### src/rtl/clock_enable_generator.sv
// Per-channel clock-enable pulses with RUN / SLOW / MANUAL modes, debounced buttons, tick and ms counters.
// Enables are registered pulses masked combinationally by stall; no backpressure beyond per-channel stall.
module clock_enable_generator #(
    parameter int CHANNELS        = 2,
    parameter int DIVISOR_WIDTH   = 5,
    parameter int DEBOUNCE_CYCLES = 1000000,
    parameter int TICK_WIDTH      = 64,
    parameter int MS_PRESCALE     = 100000
) (
    input  logic                              clock_100mhz,
    input  logic                              reset,
    input  logic                              frequency_mode_button,
    input  logic                              clock_mode_button,
    input  logic                              manual_clock_button,
    input  logic [CHANNELS*DIVISOR_WIDTH-1:0] clock_divisor,
    input  logic [CHANNELS-1:0]               stall_core,
    output logic [CHANNELS-1:0]               core_clock_enable,
    output logic                              clock_manual_mode,
    output logic                              clock_slow_mode,
    output logic [CHANNELS*TICK_WIDTH-1:0]    core_clock_ticks,
    output logic [TICK_WIDTH-1:0]             miliseconds
);

    localparam int PRESCALE_WIDTH = 2**DIVISOR_WIDTH - 1;
    localparam int DB_WIDTH = (DEBOUNCE_CYCLES > 1) ? $clog2(DEBOUNCE_CYCLES) : 1;
    localparam int MS_WIDTH = (MS_PRESCALE > 1) ? $clog2(MS_PRESCALE) : 1;
    localparam logic [DB_WIDTH-1:0] DB_LAST = DB_WIDTH'(DEBOUNCE_CYCLES - 1);
    localparam logic [MS_WIDTH-1:0] MS_LAST = MS_WIDTH'(MS_PRESCALE - 1);
    localparam int BTN_FREQ = 0;
    localparam int BTN_MODE = 1;
    localparam int BTN_STEP = 2;

    // Encoding is {manual, auto_slow} so the outputs are the state bits.
    typedef enum logic [1:0] {
        MODE_RUN      = 2'b00,
        MODE_SLOW     = 2'b01,
        MODE_MAN_RUN  = 2'b10,
        MODE_MAN_SLOW = 2'b11
    } mode_t;

    logic [2:0]                btn_raw;
    logic [2:0]                btn_meta;
    logic [2:0]                btn_sync;
    logic [2:0]                btn_level;
    logic [2:0]                btn_press;
    logic [DB_WIDTH-1:0]       db_cnt [3];
    mode_t                     mode;
    logic [PRESCALE_WIDTH-1:0] prescaler;
    logic                      running;
    logic [CHANNELS-1:0]       base;
    logic [CHANNELS-1:0]       pending;
    logic [TICK_WIDTH-1:0]     ticks [CHANNELS];
    logic [MS_WIDTH-1:0]       ms_cnt;

    assign btn_raw = {manual_clock_button, clock_mode_button, frequency_mode_button};

    always_ff @(posedge clock_100mhz) begin
        if (reset) begin
            btn_meta  <= '0;
            btn_sync  <= '0;
            btn_level <= '0;
            btn_press <= '0;
            for (int b = 0; b < 3; b++) db_cnt[b] <= '0;
        end else begin
            btn_meta <= btn_raw;
            btn_sync <= btn_meta;
            for (int b = 0; b < 3; b++) begin
                btn_press[b] <= 1'b0;
                if (btn_sync[b] == btn_level[b]) begin
                    db_cnt[b] <= '0;
                end else if (db_cnt[b] == DB_LAST) begin
                    db_cnt[b]    <= '0;
                    btn_level[b] <= btn_sync[b];
                    btn_press[b] <= btn_sync[b];
                end else begin
                    db_cnt[b] <= db_cnt[b] + 1'b1;
                end
            end
        end
    end

    // Clock-mode press wins over a same-cycle frequency press; prescaler restarts on SLOW entry.
    always_ff @(posedge clock_100mhz) begin
        if (reset) begin
            mode      <= MODE_RUN;
            prescaler <= '0;
        end else begin
            prescaler <= prescaler + 1'b1;
            case (mode)
                MODE_RUN: begin
                    if (btn_press[BTN_MODE]) begin
                        mode <= MODE_MAN_RUN;
                    end else if (btn_press[BTN_FREQ]) begin
                        mode      <= MODE_SLOW;
                        prescaler <= '0;
                    end
                end
                MODE_SLOW: begin
                    if (btn_press[BTN_MODE])      mode <= MODE_MAN_SLOW;
                    else if (btn_press[BTN_FREQ]) mode <= MODE_RUN;
                end
                MODE_MAN_RUN: begin
                    if (btn_press[BTN_MODE]) mode <= MODE_RUN;
                end
                default: begin
                    if (btn_press[BTN_MODE]) begin
                        mode      <= MODE_SLOW;
                        prescaler <= '0;
                    end
                end
            endcase
        end
    end

    assign clock_manual_mode = mode[1];
    assign clock_slow_mode   = mode[0];

    always_ff @(posedge clock_100mhz) begin
        if (reset) begin
            running <= 1'b0;
            base    <= '0;
            pending <= '0;
        end else begin
            running <= 1'b1;
            for (int i = 0; i < CHANNELS; i++) begin
                case (mode)
                    MODE_RUN: begin
                        base[i]    <= running;
                        pending[i] <= 1'b0;
                    end
                    MODE_SLOW: begin
                        // Bits at or above d_i are forced high, so only the low d_i bits must be ones.
                        base[i]    <= &(prescaler | ({PRESCALE_WIDTH{1'b1}} <<
                                        clock_divisor[i*DIVISOR_WIDTH +: DIVISOR_WIDTH]));
                        pending[i] <= 1'b0;
                    end
                    default: begin
                        base[i] <= pending[i] & ~stall_core[i];
                        if (btn_press[BTN_MODE]) pending[i] <= 1'b0;
                        else if (pending[i])     pending[i] <= stall_core[i];
                        else                     pending[i] <= btn_press[BTN_STEP];
                    end
                endcase
            end
        end
    end

    assign core_clock_enable = base & ~stall_core;

    always_ff @(posedge clock_100mhz) begin
        if (reset) begin
            for (int i = 0; i < CHANNELS; i++) ticks[i] <= '0;
            ms_cnt      <= '0;
            miliseconds <= '0;
        end else begin
            for (int i = 0; i < CHANNELS; i++) begin
                if (core_clock_enable[i]) ticks[i] <= ticks[i] + 1'b1;
            end
            if (ms_cnt == MS_LAST) begin
                ms_cnt      <= '0;
                miliseconds <= miliseconds + 1'b1;
            end else begin
                ms_cnt <= ms_cnt + 1'b1;
            end
        end
    end

    for (genvar g = 0; g < CHANNELS; g++) begin : g_ticks
        assign core_clock_ticks[g*TICK_WIDTH +: TICK_WIDTH] = ticks[g];
    end

endmodule

### config.mk
export PLATFORM = sky130hd
export DESIGN_NAME = clock_enable_generator
export DESIGN_NICKNAME = d
export VERILOG_FILES = /design/src/rtl/clock_enable_generator.sv
export SDC_FILE = /design/constraint.sdc
export NUM_CORES = 1
export LEC_CHECK = 0
export ABC_AREA = 0
export CAP_MARGIN = 10
export CORE_MARGIN = 5
export CORE_UTILIZATION = 64
export DETAILED_ROUTE_END_ITERATION = 10
export DONT_BUFFER_PORTS = 1
export HOLD_SLACK_MARGIN = 0.06
export PLACE_DENSITY_LB_ADDON = 0.1
export SETUP_SLACK_MARGIN = 0.3
export SLEW_MARGIN = 0
export SYNTH_ARGS = -nofsm -noshare
export SYNTH_HDL_FRONTEND = slang
export SYNTH_SLANG_ARGS = --single-unit
### constraint.sdc
create_clock -name clock_100mhz -period 2.85 [get_ports clock_100mhz]
set_input_delay 0.285 -clock clock_100mhz [delete_from_list [all_inputs] [get_ports clock_100mhz]]
set_output_delay 0.285 -clock clock_100mhz [all_outputs]
set_load 0.01 [all_outputs]
### Word level (Yosys, flattened, before mapping)

Memories as Yosys holds them, arrays and structs flattened.
Index checks and enable logic that the tools add are counted.

* add/subtract/negate cells: 8
* equal/unequal tests: 12
* shifts and indexed selects: 2
* mux-type cells: 68
* bitwise gates (word level): 25
* reduce and logical (&&, ||, !) cells: 14

Operator list (count)
* $add 64x1->64 const B: 3
* $mux 20: 9
* $mux 64: 2
* $mux 31: 3
* $or 31x31->31: 2
* $pmux 31 s2: 1
* $reduce_and 31->1: 2
* $shl 31x5->31 const A: 2
* $add 20x1->20 const B: 3
* $eq 20x20->1 const B: 3
* $mux 1: 44
* $add 31x1->31 const B: 1
* $add 17x1->17 const B: 1
* $eq 17x17->1 const B: 1
* $mux 2: 6
* $or 1x1->1: 11
* $reduce_or 3->1: 3
* $not 1->1: 8
* $ne 3x3->1 const B: 2
* $pmux 2 s3: 1
* $reduce_and 2->1: 3
* $pmux 1 s2: 2
* $reduce_and 4->1: 1
* $reduce_or 2->1: 2
* other kinds (10): 13

* register bits: 131
* memory bits (writable): 188
* input bits: 17
* memories kept: 2

Memories
* ticks: depth 2, width 64, read ports 2, clocked after memory_dff 0, wr ports 2, RTL line 52 `logic [TICK_WIDTH-1:0] ticks [CHANNELS];`
* db_cnt: depth 3, width 20, read ports 3, clocked after memory_dff 0, wr ports 3, RTL line 46 `logic [DB_WIDTH-1:0] db_cnt [3];`

### Longest topological paths before layout

Gate-level depths: netlist of run 1.

* word-level depth: 7
* gate-level depth with buffers: 8

### Worst setup path after synthesis of run 1

Ideal clock, no wire load.

* path kind: input port to flip-flop
* start point: input reset
* end point: memory ticks[0][0], enable pin
* arrival: 2191 ps
* path slack: 236 ps
* stages: 4
* buffers on the path: 2
* cells stage by stage: clkbuf_1 inv_1 clkbuf_1 nand2_1

RTL lines
* from (decl): RTL line 11 `input logic reset,`
* to (decl): RTL line 52

==> results.sh, run 1 <==
export IMPL_run_status="complete, no violations"
export IMPL_vias=14700
export IMPL_drc=0
export IMPL_path_cells="and4_4, nand4_1, or4_4, buf_12, or4_1, a21oi_1"
export IMPL_ys_types=68
export IMPL_rows=60
export IMPL_setup_tns_ps=0
export IMPL_hold_violations=0
export IMPL_synth_area_um2=17200
export IMPL_min_from="clock_divisor[2]"
export IMPL_fin_cells=2308
export IMPL_syn_avg_cell_area_um2=9.34
export IMPL_grt_usage_pct=26.9
export IMPL_yosys_area_top_type="edfxtp_1"
export IMPL_clkTransAtPathRegs_ps=60
export IMPL_overflow=0
export IMPL_finalCritPeriodShare_pct=89.7
export IMPL_cp_required_ps=3200
export IMPL_async_flop_share_pct=0
export IMPL_finalMaxSlewViolations=0
export IMPL_cp_max_fo=26
export IMPL_clkLatencyLatePin_ps=510
export IMPL_criticalPathCategory="flop to flop"
export IMPL_setup_viol=0
export IMPL_skew_ps=20.9
export IMPL_start_util_pct=64.3
export IMPL_min_path_type="input pin to flop"
export IMPL_tightest_slew_ps=756
export IMPL_synth_area_top_cells="edfxtp_1 33%, dfxtp_1 15%, nor2_1 5.2%, xor2_1 4.5%, xnor2_1 4.1%"
export IMPL_first_global_vias=13800
export IMPL_grt_max_degree=78
export IMPL_hpwl_um=28700
export IMPL_power_density_nw_per_um2=521
export IMPL_antenna_found_initial=0
export IMPL_numCtsBuffers=36
export IMPL_min_to="base[0]"
export IMPL_fmax_mhz=391
export IMPL_rrSetupSlack_ps=290
export IMPL_r2r_start="ticks[0][29]"
export IMPL_cts_root_buffer="clkbuf_16"
export IMPL_drt_pass1_iter_count=5
export IMPL_power_leakage_nw=6.32
export IMPL_cap_violations=0
export IMPL_area_growth_pct=13.6
export IMPL_synth_top_cell_area_share_pct=32.8
export IMPL_final_antenna_net_count=0
export IMPL_ys_ff_latch=319
export IMPL_dpl_cell_count=2216
export IMPL_r2r_cells=6
export IMPL_io_buffers=0
export IMPL_synth_edf_count=188
export IMPL_synthTopCellsByCount="238 x nor2_1, 188 x edfxtp_1, 131 x dfxtp_1, 123 x a21oi_1"
export IMPL_crit_buf_inv=1
export IMPL_viasPerCell=6.36
export IMPL_crit_slowest_cell="or4_4"
export IMPL_cts_tree="yes"
export IMPL_ys_seq_area_share_pct=48.1
export IMPL_cpPeakStageDelay_ps=550
export IMPL_antenna_cells=0
export IMPL_drtIter0Drc=1277
export IMPL_worstSetupStartpointType="flop"
export IMPL_rsz0062_at_grt="true"
export IMPL_yosys_warnings=0
export IMPL_clkSinkCount=319
export IMPL_synth_flop_cell="edfxtp_1"
export IMPL_io_pins=213
export IMPL_timing_hold_ws_ps=80.3
export IMPL_h_tree_depth=2
export IMPL_yosysMostFrequentCell="nor2_1"
export IMPL_final_nets=1970
export IMPL_drive_above_1_share_pct=9.20
export IMPL_wire_per_inst_um=18.5
export IMPL_relSlewSlack_pct=49.4
export IMPL_min_path_cells=3
export IMPL_worstSetupEndpointType="flop"
export IMPL_cp_data_arrival_time_ps=2900
export IMPL_gp_congestion=0.875
export IMPL_die_h_um=174
export IMPL_r2r_end="ticks[0][57]"
export IMPL_fp_dieW_um=174
export IMPL_totalWireLength_um=42700
export IMPL_grt_pass1_wl_um=69300
export IMPL_cts_path_max_buffers=3
export IMPL_core_area_um2=26700
export IMPL_synthCells=1840
export IMPL_ir_worst_vdd_mv=0.513
export IMPL_die_area_um2=30200
export IMPL_critical_path_top_delay_family="simple AND/OR/NAND/NOR gates"
export IMPL_fin_crit_ps=2560
layout make-up:
type,instances,area [um^2]
Clock buffer,50,1030
Clock inverter,14,86.3
Fill cell,1966,7200
Inverter,48,180
Multi-Input combinational cell,1443,8720
Sequential cell,319,8270
Tap cell,341,427
Timing Repair Buffer,93,811
layer usage:
layer	wire, um	track usage, %	up-vias
met5	0	0	-
met4	1110	8.78	0
met3	4300	8.59	79
met2	20000	43.2	580
met1	17300	34.8	6995
li1	-	-	7031
per-stage QoR:
step                utilization [%]  power [mW]  worst slack [ps]  area (um^2)
floorplan                         -        5.67               236        17400
global placement               67.6        5.82               248        18100
detailed placement             67.6        5.84               170        18100
CTS                            72.3        10.2               278        19300
global route                   73.0        10.6               227        19500
finish                         73.0        10.2               293        19500
state kept, by name (all words and copies together) (netlist names):
name,count
base,2
btn_level,3
pending,2
mode,2
prescaler,31
btn_sync,3
ticks,128
btn_meta,3
db_cnt,60
miliseconds,64
ms_cnt,17
running,1
btn_press,3
what timing repair did:
action / in CTS / in global routing
endpoints found under the hold margin: 78 / 0
setup endpoints to repair: 25 / 44
pin swaps: 2 / 9
buffers inserted: 3 / 15
gates cloned: 0 / 1
hold buffers: 9 / 0
resized for setup: 6 / 23
tightest hold or removal path, cell delays in order:
cell	delay, ps
o21ai_0	60
nand4_1	70
o32ai_1	100
kinds of logic after synthesis:
logic type	synth area share (%)
compound gates	10.8
xor+xnor	8.61
fa+ha+maj	0.932
buf+inv	3.14
flops	48.1
mux	0.611
other cells	0.0218
simple gates	27.8
worst max-delay path by stage:
stage | cells after the start | start | end
CTS | 6 | ticks[0][29] | ticks[0][59]
finish | 6 | ticks[0][29] | ticks[0][57]
detailed placement | 6 | ticks[0][17] | ticks[0][53]
global route | 7 | ticks[0][29] | ticks[0][48]
floorplan | 4 | reset | ticks[0][0]
global placement | 6 | ticks[0][1] | ticks[0][50]
report_power, final:
group	switching [mW]	total, mW	leakage, nW	internal (mW)
Clock	1.78	4.38	0.549	2.60
Combinational	0.311	0.502	2.76	0.191
Sequential	0.242	5.29	3.02	5.05
Total	2.33	10.2	6.32	7.84
layout by cell type, fill, tap and decap left out, types with 8 or more instances in the layout:
| master | count |
|---|---|
| or3_1 | 48 |
| o211ai_1 | 8 |
| edfxtp_1 | 188 |
| dlygate4sd3_1 | 8 |
| clkbuf_16 | 38 |
| o21ai_0 | 54 |
| buf_4 | 76 |
| or4_1 | 71 |
| o31ai_1 | 68 |
| xor2_1 | 89 |
| dfxtp_1 | 131 |
| and2_1 | 18 |
| and3_1 | 35 |
| nand3_1 | 115 |
| inv_1 | 48 |
| nor2_1 | 238 |
| xnor2_1 | 80 |
| a21oi_1 | 120 |
| and4_1 | 34 |
| nor4_1 | 25 |
| nand4_1 | 85 |
| conb_1 | 60 |
| nor2b_1 | 14 |
| nor3_1 | 35 |
| ha_1 | 11 |
| clkbuf_1 | 9 |
| nand2_1 | 116 |
Note: power is estimated with default switching activity, not from simulation.
==> run 2, diff against run 1 <==
- GPL_ROUTABILITY_DRIVEN: unset -> 0
==> run 2 against run 1 <==
Cell count down 0.13%; sequential cell count is the same; register-to-register slack barely moved; core utilization fell by 0.10 points; routed wire length decreased by 0.72%; clock skew decreased by 13 ps; combinational power fell by 0.8%; highest routed layer unchanged.
==> results.sh, run 2 (same netlist as run 1, synthesis figures left out) <==
export IMPL_run_status="complete, no violations"
export IMPL_drive_above_1_share_pct=9.16
export IMPL_core_area_um2=26700
export IMPL_startpoint="ticks[0][29]"
export IMPL_wire_per_inst_um=18.4
export IMPL_io_buffers=0
export IMPL_antenna_cells=0
export IMPL_min_path_cells=3
export IMPL_drtIter0Drc=1322
export IMPL_reg_largest_list="ticks: 128 flops, miliseconds: 64 flops, db_cnt: 60 flops"
export IMPL_cts_root_buffer="clkbuf_16"
export IMPL_h_tree_depth=2
export IMPL_fin_crit_ps=2560
export IMPL_start_util_pct=64.3
export IMPL_power_leakage_nw=6.30
export IMPL_cts_tree="yes"
export IMPL_overflow=0
export IMPL_r2r_start="ticks[0][29]"
export IMPL_max_flop_register="ticks"
export IMPL_final_antenna_net_count=0
export IMPL_tightest_slew_ps=782
export IMPL_crit_slowest_cell="or4_2"
export IMPL_final_common_cell="nor2_1"
export IMPL_skew_ps=7.93
export IMPL_clkLatencyLatePin_ps=500
export IMPL_path_cells="and4_4, nand4_1, buf_4, or4_2, or3_1, a21oi_1"
export IMPL_cp_required_ps=3210
export IMPL_clkTransAtPathRegs_ps=60
export IMPL_setup_viol=0
export IMPL_ir_worst_vdd_mv=0.430
export IMPL_relSlewSlack_pct=47.9
export IMPL_vias=14600
export IMPL_setup_tns_ps=0
export IMPL_nFillCells=1931
export IMPL_viasPerCell=6.34
export IMPL_cts_path_max_buffers=3
export IMPL_worstSetupEndpointType="flop"
export IMPL_die_h_um=174
export IMPL_fmax_mhz=391
export IMPL_cp_max_fo=5
export IMPL_final_cell_mix="238 x nor2_1, 188 x edfxtp_1, 131 x dfxtp_1"
export IMPL_rrSetupSlack_ps=290
export IMPL_die_area_um2=30200
export IMPL_area_growth_pct=13.4
export IMPL_rows=60
export IMPL_min_from="clock_divisor[3]"
export IMPL_fp_dieW_um=174
export IMPL_final_nets=1968
export IMPL_first_global_vias=13900
export IMPL_crit_end="ticks[0][42]"
export IMPL_largest_reg_flops=128
export IMPL_antenna_found_initial=1
export IMPL_power_density_nw_per_um2=527
export IMPL_cap_violations=0
export IMPL_clkSinkCount=319
export IMPL_worstSetupStartpointType="flop"
export IMPL_hpwl_um=28700
export IMPL_hold_violations=0
export IMPL_grt_usage_pct=26.5
export IMPL_rsz0062_at_grt="true"
export IMPL_total_power_mw=10.3
export IMPL_cp_data_arrival_time_ps=2910
export IMPL_drt_pass1_iter_count=9
export IMPL_grt_max_degree=81
export IMPL_totalWireLength_um=42400
export IMPL_drc=0
export IMPL_min_path_type="input pin to flop"
export IMPL_finalMaxSlewViolations=0
export IMPL_cpPeakStageDelay_ps=680
export IMPL_criticalPathCategory="flop to flop"
export IMPL_r2r_end="ticks[0][42]"
export IMPL_grt_pass1_wl_um=68700
export IMPL_numCtsBuffers=35
export IMPL_r2r_cells=6
export IMPL_finalCritPeriodShare_pct=89.7
export IMPL_io_pins=213
## run 2: worst min path at each step
stage | end | slack [ps]
3_3_place_gp | mode[1] | 360
2_1_floorplan | ms_cnt[0] | 410
3_5_place_dp | mode[1] | 370
6_report | base[0] | 90
4_1_cts | base[0] | 60
5_1_grt | btn_press[1] | 60
## run 2: final cells by class
cell class,instances,area (um^2),share of cell area [%]
multi-input cells,1444,8720,44.7
clock inverters,11,105,0.539
well taps,341,427,2.19
flip-flops and latches,319,8270,42.4
repair buffers,91,754,3.87
clock buffers,51,1040,5.33
inverters,48,180,0.924
## run 2: where the power goes
group          internal, mW  total, mW  switching (mW)
combinational         0.186      0.498           0.312
clock                  2.71       4.49            1.78
sequential             5.05       5.29           0.237
## run 2: per-stage QoR
step / utilization [%] / cell area (um^2) / hold WS, ps / instances / setup slack, ps
after floorplan: - / 17400 / 413 / 1899 / 236
after global placement: 67.4 / 18000 / 364 / 2217 / 257
after detailed placement: 67.4 / 18000 / 369 / 2217 / 199
after CTS: 72.2 / 19300 / 62.5 / 2289 / 318
after global routing: 72.9 / 19500 / 63.7 / 2305 / 210
final: 72.9 / 19500 / 86.5 / 2305 / 295
## run 2: layer usage
layer	vias up	share of wire [%]	GRT usage [%]
met5	-	0	0
met4	0	2.6	7.72
met3	88	9.8	7.76
met2	577	47	44.4
met1	6935	41	33.5
li1	7023	-	-
## run 2: critical path, delay by kind of cell, from the launching register on
| kind | cells | cell delay (ps) |
|---|---|---|
| DFF | 1 | 490 |
| and+or+nand+nor | 4 | 1560 |
| buffers and inverters | 1 | 220 |
| AOI/OAI and AO/OA | 1 | 140 |
## run 2: timing repair
| action | in CTS | in global routing |
|---|---|---|
| hold buffers | 8 | 0 |
| setup buffers | 2 | 14 |
| endpoints found under the setup margin | 26 | 57 |
| endpoints found under the hold margin | 79 | 0 |
| pin swaps | 1 | 10 |
| gates resized for setup | 3 | 22 |
| gates cloned | 0 | 2 |
==> run 3, diff against run 2 <==
- CORE_MARGIN: 5 -> 4
- clock period: 2.85 -> 2.4 ns (I/O delays scaled with it)
==> run 3 against run 2 <==
Via count rose by 11%; clock power grew 27%; final area up 13%; sequential power increased by 17%; hold slack better by 1.2 ps; clock-buffer cell count fell by 9; register-to-register slack got worse by 230 ps; sequential cell count unchanged; global-route usage up 4.0 points; critical endpoint is now ticks[0][44]; largest cell class unchanged.
==> results.sh, run 3 (same netlist as run 1, synthesis figures left out) <==
export IMPL_drive_above_1_share_pct=25.9
export IMPL_place_area_um2=18900
export IMPL_numCtsBuffers=35
export IMPL_rows=59
export IMPL_final_nets=2151
export IMPL_drtIter0Drc=1942
export IMPL_multi_input_area_um2=9630
export IMPL_cap_violations=0
export IMPL_first_global_vias=15000
export IMPL_reg_largest_list="ticks: 128 flops, miliseconds: 64 flops, db_cnt: 60 flops"
export IMPL_run_status="complete, no violations"
export IMPL_viasPerCell=6.54
export IMPL_area_growth_pct=28.6
export IMPL_die_h_um=172
export IMPL_overflow=0
export IMPL_h_tree_depth=2
export IMPL_cts_root_buffer="clkbuf_16"
export IMPL_worstSetupEndpointType="flop"
export IMPL_core_area_um2=26200
export IMPL_final_antenna_net_count=0
export IMPL_die_area_um2=29500
export IMPL_vias=16200
export IMPL_fmax_mhz=429
export IMPL_worstSetupStartpointType="flop"
export IMPL_final_cell_area_um2=22100
export IMPL_setup_viol=0
export IMPL_wire_per_inst_um=20.6
export IMPL_totalWireLength_um=51100
export IMPL_total_power_mw=12.8
export IMPL_drc=0
export IMPL_start_util_pct=65.6
export IMPL_post_place_ws_ps=61.2
export IMPL_cp_max_fo=6
export IMPL_regArea_um2=8320
export IMPL_clkTransAtPathRegs_ps=60
export IMPL_io_pins=213
export IMPL_fp_dieW_um=172
export IMPL_antenna_cells=0
export IMPL_hold_violations=0
export IMPL_grt_usage_pct=30.5
export IMPL_relSlewSlack_pct=51.8
export IMPL_min_path_type="input pin to flop"
export IMPL_power_leakage_nw=7.57
export IMPL_cts_path_max_buffers=3
export IMPL_cp_required_ps=2750
export IMPL_antenna_found_initial=0
export IMPL_ir_worst_vdd_mv=0.471
export IMPL_clkLatencyLatePin_ps=530
export IMPL_fin_crit_ps=2330
export IMPL_criticalPathCategory="flop to flop"
export IMPL_tightest_slew_ps=723
export IMPL_finalMaxSlewViolations=0
export IMPL_hpwl_um=29900
export IMPL_largest_reg_flops=128
export IMPL_io_buffers=0
export IMPL_finalCritPeriodShare_pct=97.2
export IMPL_cts_tree="yes"
export IMPL_grt_pass1_wl_um=74800
export IMPL_clkSinkCount=319
export IMPL_grt_max_degree=85
export IMPL_skew_ps=31.6
export IMPL_rsz0062_at_grt="true"
export IMPL_nFillCells=1435
export IMPL_power_density_nw_per_um2=579
export IMPL_final_cell_mix="238 x nor2_1, 226 x buf_4, 188 x edfxtp_1"
export IMPL_final_common_cell="nor2_1"
export IMPL_drt_pass1_iter_count=5
export IMPL_setup_slack_ps=66.8
export IMPL_max_flop_register="ticks"
export IMPL_cp_data_arrival_time_ps=2680
## run 3: changes by cell type in the layout (fill, tap and decap cells not counted), moves of 11 or more
cell	before	now
buf_6	1	16
dfxtp_1	131	99
a21oi_2	1	45
o21ai_0	54	43
and4_4	3	19
o31ai_1	68	47
a21oi_1	122	78
buf_4	78	226
o31ai_2	0	17
and4_1	35	21
or4_1	72	51
or4_4	6	30
dfxtp_2	0	27
## run 3: report_power, final
| group | switching, mW | total (mW) | internal [mW] |
|---|---|---|---|
| clock network | 2.26 | 5.70 | 3.45 |
| logic | 0.549 | 0.890 | 0.342 |
| registers | 0.204 | 6.19 | 5.99 |
## run 3: layout make-up
class	count	share of cell area, %
Clock buffer	42	4.41
Tap cell	335	1.90
Clock inverter	20	1.09
Timing Repair Buffer	269	10.5
Sequential cell	319	37.7
Multi-Input combinational cell	1449	43.6
Inverter	48	0.815
## run 3: metal layers
metal / part of all wire (%) / GRT usage (%) / up-vias
met5: 0 / 0 / -
met1: 37 / 37.3 / 7734
met4: 4.1 / 11.8 / 0
met3: 11 / 8.94 / 179
li1: - / - / 7411
met2: 48 / 51.4 / 916
## run 3: path summary, 6_finish.rpt
| path | start | to | slack (ps) | depth (start not counted) |
|---|---|---|---|---|
| setup reg to reg | ticks[0][0] | ticks[0][44] | 70 | 7 |
| hold / removal | clock_divisor[8] | base[1] | 90 | 3 |
| hold reg to reg | btn_meta[1] | btn_sync[1] | 450 | 1 |
| setup / recovery | ticks[0][0] | ticks[0][44] | 70 | 7 |
## run 3: through the flow
| step | hold slack, ps | util, % | instances | TNS [ps] |
|---|---|---|---|---|
| 2_1_floorplan | 368 | - | 1899 | -21690 |
| 3_3_place_gp | 328 | 72.1 | 2310 | 0 |
| 6_report | 87.7 | 84.3 | 2482 | 0 |
| 5_1_grt | 94.1 | 84.3 | 2482 | 0 |
| 4_1_cts | 67.6 | 80.2 | 2440 | 0 |
| 3_5_place_dp | 327 | 72.1 | 2310 | 0 |
## run 3: worst max-delay path: stages, from the launching register on
cell and delay (ps):
edfxtp_1 380, ha_2 200, and4_4 230, nand3_4 80, or4_4 580, buf_6 160
or3_4 330, a21oi_2 180
## run 3: what timing repair did
action                                 in CTS  in global routing
endpoints found under the hold margin      80                  0
setup endpoints to repair                 144                156
gates cloned                               10                  2
pin swaps                                  44                 68
hold buffers                               13                  0
setup buffers                              45                 40
resized for setup                          78                193
